File: config.mk
export PLATFORM = sky130hd
export DESIGN_NAME = mul_share_arbiter
export DESIGN_NICKNAME = d
export VERILOG_FILES = /design/src/rtl/mul_arb_pkg.sv /design/src/rtl/rr_pick.sv /design/src/rtl/mul_share_arbiter.sv
export SDC_FILE = /design/constraint.sdc
export NUM_CORES = 1
export LEC_CHECK = 0
export BUFFER_PORTS_ARGS = -buffer_cell sky130_fd_sc_hd__buf_2
export CAP_MARGIN = 20
export CORE_MARGIN = 8
export CORE_UTILIZATION = 35
export CTS_BUF_LIST = sky130_fd_sc_hd__clkbuf_8
export CTS_CLUSTER_DIAMETER = 150
export DETAILED_ROUTE_END_ITERATION = 10
export PLACE_DENSITY = 0.7
export SLEW_MARGIN = 20
export SYNTH_ARGS = -nofsm -noshare
export SYNTH_HDL_FRONTEND = slang
export SYNTH_HIERARCHICAL = 1
export SYNTH_SLANG_ARGS = --single-unit
export TNS_END_PERCENT = 100
File: constraint.sdc
create_clock -name clk -period 3 [get_ports clk]
set_clock_uncertainty 0.2 [all_clocks]
set_input_delay 0.6 -clock clk [delete_from_list [all_inputs] [get_ports clk]]
set_output_delay 0.6 -clock clk [all_outputs]
set_load 0.05 [all_outputs]
File: src/rtl/mul_arb_pkg.sv
// Shared types and sizing helpers for the shared-multiplier arbiter.
package mul_arb_pkg;

  typedef enum logic [1:0] {
    S_IDLE  = 2'd0,
    S_ISSUE = 2'd1,
    S_WAIT  = 2'd2,
    S_RESP  = 2'd3
  } state_t;

  // Index width, never below one bit so single-bit counters stay legal.
  function automatic int clog2(input int v);
    int r;
    r = 0;
    for (int i = 0; i < 32; i++) begin
      if ((1 << r) < v) r++;
    end
    return (r < 1) ? 1 : r;
  endfunction

  // Watchdog must reach TIMEOUT-1.
  function automatic int wd_width(input int timeout);
    return clog2(timeout);
  endfunction

endpackage

File: src/rtl/rr_pick.sv
// Combinational round-robin picker: first requester after last_i wins.
module rr_pick
  import mul_arb_pkg::*;
#(
  parameter int NREQ = 4
) (
  input  logic [NREQ-1:0]        req_i,
  input  logic [clog2(NREQ)-1:0] last_i,
  output logic [NREQ-1:0]        gnt_oh_o,
  output logic [clog2(NREQ)-1:0] gnt_idx_o,
  output logic                   any_o
);

  localparam int IW = clog2(NREQ);

  always_comb begin
    logic          found;
    logic [IW-1:0] idx;
    gnt_oh_o  = '0;
    gnt_idx_o = '0;
    found     = 1'b0;
    idx       = '0;
    for (int i = 1; i <= NREQ; i++) begin
      idx = IW'((int'(last_i) + i) % NREQ);
      if (!found && req_i[idx]) begin
        found         = 1'b1;
        gnt_idx_o     = idx;
        gnt_oh_o[idx] = 1'b1;
      end
    end
    any_o = found;
  end

endmodule

File: src/rtl/mul_share_arbiter.sv
// Round-robin sequencer sharing one multi-cycle multiplier among NREQ clients,
// one transaction in flight, with a watchdog that turns a hung multiply into an error response.
module mul_share_arbiter
  import mul_arb_pkg::*;
#(
  parameter int NREQ    = 4,
  parameter int W       = 16,
  parameter int TIMEOUT = 1023
) (
  input  logic              clk,
  input  logic              rst,
  input  logic [NREQ-1:0]   req_valid,
  output logic [NREQ-1:0]   req_ready,
  input  logic [NREQ*W-1:0] req_a,
  input  logic [NREQ*W-1:0] req_b,
  output logic [NREQ-1:0]   rsp_valid,
  input  logic [NREQ-1:0]   rsp_ready,
  output logic [W-1:0]      rsp_data,
  output logic              rsp_err,
  output logic              mul_start,
  output logic [W-1:0]      mul_a,
  output logic [W-1:0]      mul_b,
  input  logic              mul_done,
  input  logic [W-1:0]      mul_prod
);

  localparam int              IW       = clog2(NREQ);
  localparam int              WD_W     = wd_width(TIMEOUT);
  localparam logic [WD_W-1:0] WD_LAST  = WD_W'(TIMEOUT - 1);
  localparam logic [IW-1:0]   LAST_RST = IW'(NREQ - 1);

  state_t          state_q, state_d;
  logic [IW-1:0]   grant_q, grant_d;
  logic [IW-1:0]   last_q, last_d;
  logic [W-1:0]    mul_a_q, mul_a_d;
  logic [W-1:0]    mul_b_q, mul_b_d;
  logic [W-1:0]    rsp_data_q, rsp_data_d;
  logic            rsp_err_q, rsp_err_d;
  logic [WD_W-1:0] wd_q, wd_d;

  logic [NREQ-1:0] pick_oh;
  logic [IW-1:0]   pick_idx;
  logic            pick_any;
  logic            rsp_hs;

  rr_pick #(.NREQ(NREQ)) u_pick (
    .req_i     (req_valid),
    .last_i    (last_q),
    .gnt_oh_o  (pick_oh),
    .gnt_idx_o (pick_idx),
    .any_o     (pick_any)
  );

  assign rsp_hs = (state_q == S_RESP) && rsp_ready[grant_q];

  always_ff @(posedge clk) begin
    if (rst) state_q <= S_IDLE;
    else     state_q <= state_d;
  end

  // Done is checked before expiry so a result on the last watchdog cycle is kept.
  always_comb begin
    state_d = state_q;
    case (state_q)
      S_IDLE:  if (pick_any) state_d = S_ISSUE;
      S_ISSUE: state_d = S_WAIT;
      S_WAIT:  if (mul_done || (wd_q == WD_LAST)) state_d = S_RESP;
      S_RESP:  if (rsp_hs) state_d = S_IDLE;
      default: state_d = S_IDLE;
    endcase
  end

  always_comb begin
    grant_d    = grant_q;
    last_d     = last_q;
    mul_a_d    = mul_a_q;
    mul_b_d    = mul_b_q;
    rsp_data_d = rsp_data_q;
    rsp_err_d  = rsp_err_q;
    wd_d       = wd_q;
    case (state_q)
      S_IDLE: if (pick_any) begin
        mul_a_d = req_a[pick_idx*W +: W];
        mul_b_d = req_b[pick_idx*W +: W];
        grant_d = pick_idx;
      end
      S_ISSUE: wd_d = '0;
      S_WAIT: begin
        if (mul_done) begin
          rsp_data_d = mul_prod;
          rsp_err_d  = 1'b0;
        end else if (wd_q == WD_LAST) begin
          rsp_data_d = '0;
          rsp_err_d  = 1'b1;
        end else begin
          wd_d = wd_q + WD_W'(1);
        end
      end
      S_RESP: if (rsp_hs) last_d = grant_q;
      default: ;
    endcase
  end

  always_ff @(posedge clk) begin
    if (rst) begin
      grant_q    <= '0;
      last_q     <= LAST_RST;
      mul_a_q    <= '0;
      mul_b_q    <= '0;
      rsp_data_q <= '0;
      rsp_err_q  <= 1'b0;
      wd_q       <= '0;
    end else begin
      grant_q    <= grant_d;
      last_q     <= last_d;
      mul_a_q    <= mul_a_d;
      mul_b_q    <= mul_b_d;
      rsp_data_q <= rsp_data_d;
      rsp_err_q  <= rsp_err_d;
      wd_q       <= wd_d;
    end
  end

  // req_ready is masked during reset so no client sees a phantom accept.
  always_comb begin
    req_ready = '0;
    rsp_valid = '0;
    mul_start = 1'b0;
    case (state_q)
      S_IDLE:  if (!rst) req_ready = pick_oh;
      S_ISSUE: mul_start = 1'b1;
      S_RESP:  rsp_valid[grant_q] = 1'b1;
      default: ;
    endcase
  end

  assign mul_a    = mul_a_q;
  assign mul_b    = mul_b_q;
  assign rsp_data = rsp_data_q;
  assign rsp_err  = rsp_err_q;

endmodule

==> results_dict.tcl, run 1 <==
set metrics [dict create \
    status "finished, final reports clean" \
    first_pass_iters 4 \
    total_power_w 0.00399 \
    syn_inst 406 \
    synth-simple-area-share_pct 15.8 \
    place_area_um2 5160 \
    layout-drive-gt1-share_pct 49.0 \
    finalSetupTns_ps 0 \
    rrSetupSlack_ps 200 \
    switching_share_pct 46.3 \
    r2r_end "mul_b[15]" \
    worstReg2RegStart "last_q[0]" \
    power_frac_seq_pct 28.7 \
    power.internal_w 0.00214 \
    cts_num_sinks 65 \
    dp_slack_ps -10.1 \
    dieArea_um2 14900 \
    hold_path_class "reg -> reg" \
    startpoint "last_q[0]" \
    cts_tree "built" \
    cap_violations 0 \
    critPathCaptureType "output pin" \
    crit_end "req_ready[1]" \
    io_buffers 212 \
    drtIter0Drc 224 \
    drt-total-wl_um 13300 \
    muxShareOfSynthArea_pct 21.1 \
    fp.dieW_um 122 \
    ys.flop_type "dfxtp_1" \
    pin_count 213 \
    synthToLayoutAreaGrowth_pct 39.1 \
    viasPerCell 5.30 \
    finalWeightedCongestion 0.887 \
    cts_hold_buf 0 \
    cts_buffers 9 \
    cp.arrival_ps 2160 \
    nNetsFinal 791 \
    setup_viol_count_final 0 \
    initial_core_util_pct 36.0 \
    hold_viol 0 \
    coreArea_um2 10900 \
    die_h_um 122 \
    yosysUniqueCellTypes 58 \
    rr_worst_depth 11 \
    fin_crit_sh_pct 98.8 \
    syn_area_um2 3920 \
    synth_compound_area_share_pct 19.3 \
    cts.reportedPaths.clkPinSlew_ps 80 \
    cp.required_ps 2200 \
    vias 4061 \
    crit_type "reg -> out" \
    crit_fanout 5 \
    clock_latency_ps 330 \
    drc 0 \
    max_freq_mhz 337 \
    combPwrFrac_pct 52.2 \
    synthArstFlopShare_pct 0 \
    peakVddDrop_mv 0.368 \
    synth-seq-cells 65 \
    grt_pass1_wl_um 20900 \
    seq_area_frac_synth_pct 33.2 \
    leakagePower_nw 2.49 \
    crit_path_start_kind "flip-flop" \
    clock_power_share_pct 19.1 \
    yosys.area_share.adder_pct 4.78 \
    grt_util_all_layers_pct 17.4 \
    syn_nets 576 \
    final_area_um2 5460 \
    grt_pass1_vias 4304 \
    rsz0062_at_grt "yes" \
    syn_area_per_cell_um2 9.66 \
    antenna_cells 0 \
    synth_top_family_by_area "multiplexers" \
    cts-root-buf "clkbuf_8" \
    finalMaxSlewViolations 0 \
    grt_max_degree 43 \
    grt.overflow.total 0 \
    rows 38 \
    worst_slack_ps 36.5 \
    wl_per_cell_um 17.4 \
    worstMarginPinSlew_ps 692 \
    synth_enable_flop_cells 0 \
    antenna_found_initial 0 \
    holdWs_ps 251 \
    cts.path.max_buffers 2 \
    cellPowerDensity_nw_per_um2 732 \
    h-tree-depth 3 \
    power_switching_w 0.00185 \
    ys_warn_count 6 \
    synth-xor-area-share_pct 0.223 \
    dp_hpwl_um 10400 \
    ant_nets 0 \
    slew_headroom_pct 53.9 \
    min_period_ps 2960 \
]
-- power groups by stage --
| stage | Combinational (W) | Clock [W] | Sequential, W |
|---|---|---|---|
| 3_5_place_dp | 0.00205 | 0 | 0.00116 |
| 4_1_cts | 0.00208 | 0.000782 | 0.00115 |
| 2_1_floorplan | 0.000982 | 0 | 0.00170 |
| 3_3_place_gp | 0.00202 | 0 | 0.00116 |
| 6_report | 0.00208 | 0.000764 | 0.00114 |
| 5_1_grt | 0.00224 | 0.000824 | 0.00117 |
-- cell usage after synthesis (all sizes together), types with 2 or more instances --
master | count | area share, %
o211ai | 2 | 0.38
nand3 | 10 | 1.4
o311ai | 3 | 0.67
o21ai | 9 | 1.1
nor3 | 4 | 0.64
a211o | 2 | 0.45
buf | 18 | 3.1
inv | 15 | 1.4
a21boi | 2 | 0.38
a221o | 4 | 1.0
ha | 15 | 4.8
clkbuf | 11 | 1.1
a221oi | 3 | 0.83
nand2 | 90 | 8.7
a211oi | 5 | 1.3
o41ai | 4 | 0.89
a22o | 16 | 3.6
a21oi | 43 | 5.7
nor2 | 10 | 1.0
and3 | 5 | 0.80
nand4 | 2 | 0.48
mux2i | 4 | 1.3
dfxtp | 65 | 33
o31ai | 4 | 1.2
mux4 | 34 | 20
nor2b | 4 | 0.64
and2 | 8 | 1.3
-- layout by cell type, fill, tap and decap left out, types with 2 or more instances in the layout --
cell / Yosys / routed
buf_4: 4 / 16
o41ai_1: 4 / 4
inv_1: 14 / 13
clkinv_4: 0 / 2
a211o_1: 2 / 2
ha_1: 15 / 14
and2_4: 0 / 3
nand3_1: 9 / 9
nor2b_1: 4 / 4
and3_1: 5 / 5
dfxtp_1: 65 / 64
buf_6: 4 / 4
nor3_1: 3 / 3
o21ai_0: 4 / 4
buf_12: 0 / 2
buf_2: 7 / 208
a22o_1: 16 / 16
and2_1: 8 / 5
clkbuf_8: 0 / 9
o21ai_1: 5 / 5
buf_8: 0 / 3
inv_6: 0 / 2
mux2i_1: 3 / 2
o211ai_1: 2 / 2
nand2_1: 89 / 89
inv_2: 1 / 2
mux4_2: 34 / 34
nor2_1: 9 / 9
o311ai_0: 2 / 2
a221o_1: 4 / 4
a21oi_2: 2 / 2
a211oi_1: 4 / 4
a21boi_0: 2 / 2
o31ai_1: 2 / 2
a21oi_1: 41 / 41
a221oi_1: 2 / 2
-- cell type report --
type                            instances  area [um2]
Fill cell                            1005        5430
Multi-Input combinational cell        297        2430
Sequential cell                        65        1310
Timing Repair Buffer                  233        1290
Tap cell                              140         175
Clock buffer                            9         124
Clock inverter                          7        77.6
Inverter                               15        56.3
-- routing by layer --
metal | vias to the layer above | GRT usage [%] | wire length, um
li1 | 1924 | - | -
met1 | 1933 | 18.8 | 5000
met2 | 186 | 31.0 | 6860
met3 | 18 | 6.29 | 1240
met4 | 0 | 5.40 | 224
met5 | - | 0 | 0
-- how the worst min path moves through the flow --
stage / from / endpoint / depth (start not counted)
after global placement: mul_b[13] / mul_b[13] / 2
after floorplan: wd_q[9] / wd_q[9] / 1
after CTS: mul_b[14] / mul_b[14] / 2
after detailed placement: mul_b[14] / mul_b[14] / 2
after global routing: mul_prod[13] / rsp_data[13] / 2
final: mul_a[12] / mul_a[12] / 2
-- flip-flops by register name, indices dropped and copies added (netlist names) --
register / count
mul_a: 16
mul_b: 16
rsp_data: 16
wd_q: 10
grant_q: 2
last_q: 2
state_q: 2
rsp_err: 1
-- kinds of logic (layout without fill, tap and decap cells) --
family          count (synthesis)  count (layout)
xor+xnor                        1               1
simple gates                  138             138
compound gates                104             104
fa+ha+maj                      15              15
mux                            39              39
flops                          65              65
buf+inv                        44             264
-- per-stage QoR --
stage,std cells,utilization [%]
floorplan,406,-
global placement,747,47.4
detailed placement,747,47.4
CTS,765,49.8
global route,766,50.1
finish,766,50.1
-- critical path, stage by stage (launching register included) --
cell and delay [ps]:
dfxtp_4 390, mux4_2 530, buf_6 150, a211oi_4 270, a221o_1 200, and2_4 140, buf_8 140
-- timing repair --
action	CTS	global route
setup endpoints to repair	4	4
pin swaps	2	6
gates resized for setup	13	10
buffers inserted	2	1
Power figures use the tool's default switching activity.
==> inputs of run 2 (changes only) <==
CORE_MARGIN = unset   (was 8)
PLACE_DENSITY = 0.68   (was 0.7)
SETUP_SLACK_MARGIN = 0.1   (was unset)
==> results_dict.tcl, run 2 (synthesized netlist as in run 1, its figures left out) <==
set metrics [dict create \
    status "finished, final reports clean" \
    rsz0062_at_grt "yes" \
    max_stage_delay_ps 400 \
    fin_crit_sh_pct 98.1 \
    worstHoldStart "mul_a[3]" \
    cp.arrival_ps 2140 \
    synthToLayoutAreaGrowth_pct 43.5 \
    hold_viol 0 \
    drc 0 \
    max_freq_mhz 340 \
    peakVddDrop_mv 0.587 \
    coreArea_um2 10900 \
    cts_num_sinks 65 \
    io_buffers 212 \
    cp_cell_sequence "inv_2 > ha_4 > mux2i_4 > o21ai_1 > a221o_1 > and2_1 > buf_6" \
    cp.required_ps 2200 \
    setup_viol_count_final 0 \
    cts_hold_buf 0 \
    r2r_end "mul_a[3]" \
    cts-root-buf "clkbuf_8" \
    startpoint "last_q[0]" \
    pin_count 213 \
    rows 38 \
    viasPerCell 5.17 \
    worstMarginPinSlew_ps 943 \
    layout-drive-gt1-share_pct 52.1 \
    drt-total-wl_um 11900 \
    place_inst 748 \
    grt_pass1_vias 3925 \
    nNetsFinal 794 \
    antenna_found_initial 0 \
    final_common_cell "buf_2" \
    layoutNonFillerInstCount 769 \
    dp_hpwl_um 8970 \
    vias 3975 \
    total_power_w 0.00418 \
    grt_util_all_layers_pct 20.0 \
    clock_latency_ps 330 \
    grt_pass1_wl_um 18200 \
    grt_max_degree 45 \
    h-tree-depth 3 \
    slew_headroom_pct 36.8 \
    first_pass_iters 4 \
    cp_top_family "flip-flops" \
    wl_per_cell_um 15.4 \
    cts.path.max_buffers 2 \
    cellPowerDensity_nw_per_um2 743 \
    ant_nets 0 \
    fin_util_pct 51.7 \
    cts.reportedPaths.clkPinSlew_ps 70 \
    rr_worst_depth 10 \
    slowest_stage "dfxtp_4" \
    antenna_cells 0 \
    dieArea_um2 11600 \
    hold_path_class "reg -> reg" \
    crit_type "reg -> out" \
    critPathCaptureType "output pin" \
    grt.overflow.total 0 \
    cts_buffers 9 \
    crit_fanout 8 \
    finalWeightedCongestion 0.912 \
    fp.dieW_um 108 \
    final_cell_mix "buf_2, nand2_1, dfxtp_1, a21oi_1, mux4_2" \
    finalMaxSlewViolations 0 \
    cap_violations 0 \
    initial_core_util_pct 36.0 \
    whs_path_depth 2 \
    cts_tree "built" \
    min_to "mul_a[3]" \
    rrSetupSlack_ps 180 \
    worst-path-buf-inv 2 \
    holdWs_ps 254 \
    drtIter0Drc 126 \
    worstReg2RegStart "last_q[0]" \
    crit_path_start_kind "flip-flop" \
    crit_cells 7 \
    die_h_um 108 \
    min_period_ps 2940 \
    leakagePower_nw 2.56 \
    fillers 960 \
]
-- run 2: cell count changes in the layout (fill, tap and decap cells not counted), sizes merged --
cell,delta
buf,+1
clkinv,-1
bufinv,+1
inv,-2
clkbuf,+4
-- run 2: timing repair --
item                       in CTS  in global routing
setup endpoints to repair       6                 32
pin swaps                       5                  2
gates cloned                    0                  3
setup buffers                   1                  1
resized for setup              27                 19
-- run 2: area by class of cell --
class / count / area, um2 / share of cell area (%)
clock buffer: 11 / 151 / 2.69
clock inverter: 5 / 77.6 / 1.38
inverter: 15 / 56.3 / 1.00
multi-input combinational: 297 / 2510 / 44.5
sequential: 65 / 1310 / 23.2
tap: 140 / 175 / 3.11
timing repair buffer: 236 / 1360 / 24.2
-- run 2: how the worst max path moves through the flow --
stage / endpoint / slack, ps
after global placement: mul_a[11] / 70
final: req_ready[3] / 60
after CTS: req_ready[0] / 60
after floorplan: mul_b[3] / 100
after global routing: req_ready[1] / -30
after detailed placement: mul_a[15] / 0.2
-- run 2: per-layer routing --
layer	vias up	track usage, %	part of all wire (%)
li1	1929	-	-
met1	1889	22.5	40
met2	137	36.8	53
met3	20	4.84	5.0
met4	0	6.26	1.5
met5	-	0	0
-- run 2: metrics by stage --
| step | TNS, ps | setup slack (ps) | cell area (um2) |
|---|---|---|---|
| 2_1_floorplan | 0 | 96.2 | 3950 |
| 3_3_place_gp | 0 | 65.6 | 5170 |
| 3_5_place_dp | 0 | 0.208 | 5170 |
| 4_1_cts | 0 | 58.0 | 5500 |
| 5_1_grt | -76.8 | -30.6 | 5630 |
| 6_report | 0 | 56.9 | 5630 |
-- run 2: tightest hold or removal path, stage by stage (launching register included) --
cell and delay [ps]:
dfxtp_1 310, nand2_1 50, a21oi_1 50
-- run 2: where the power goes --
part	switching [W]	internal [W]
registers	0.000110	0.00104
logic	0.00141	0.000775
clock network	0.000336	0.000511
total	0.00185	0.00233
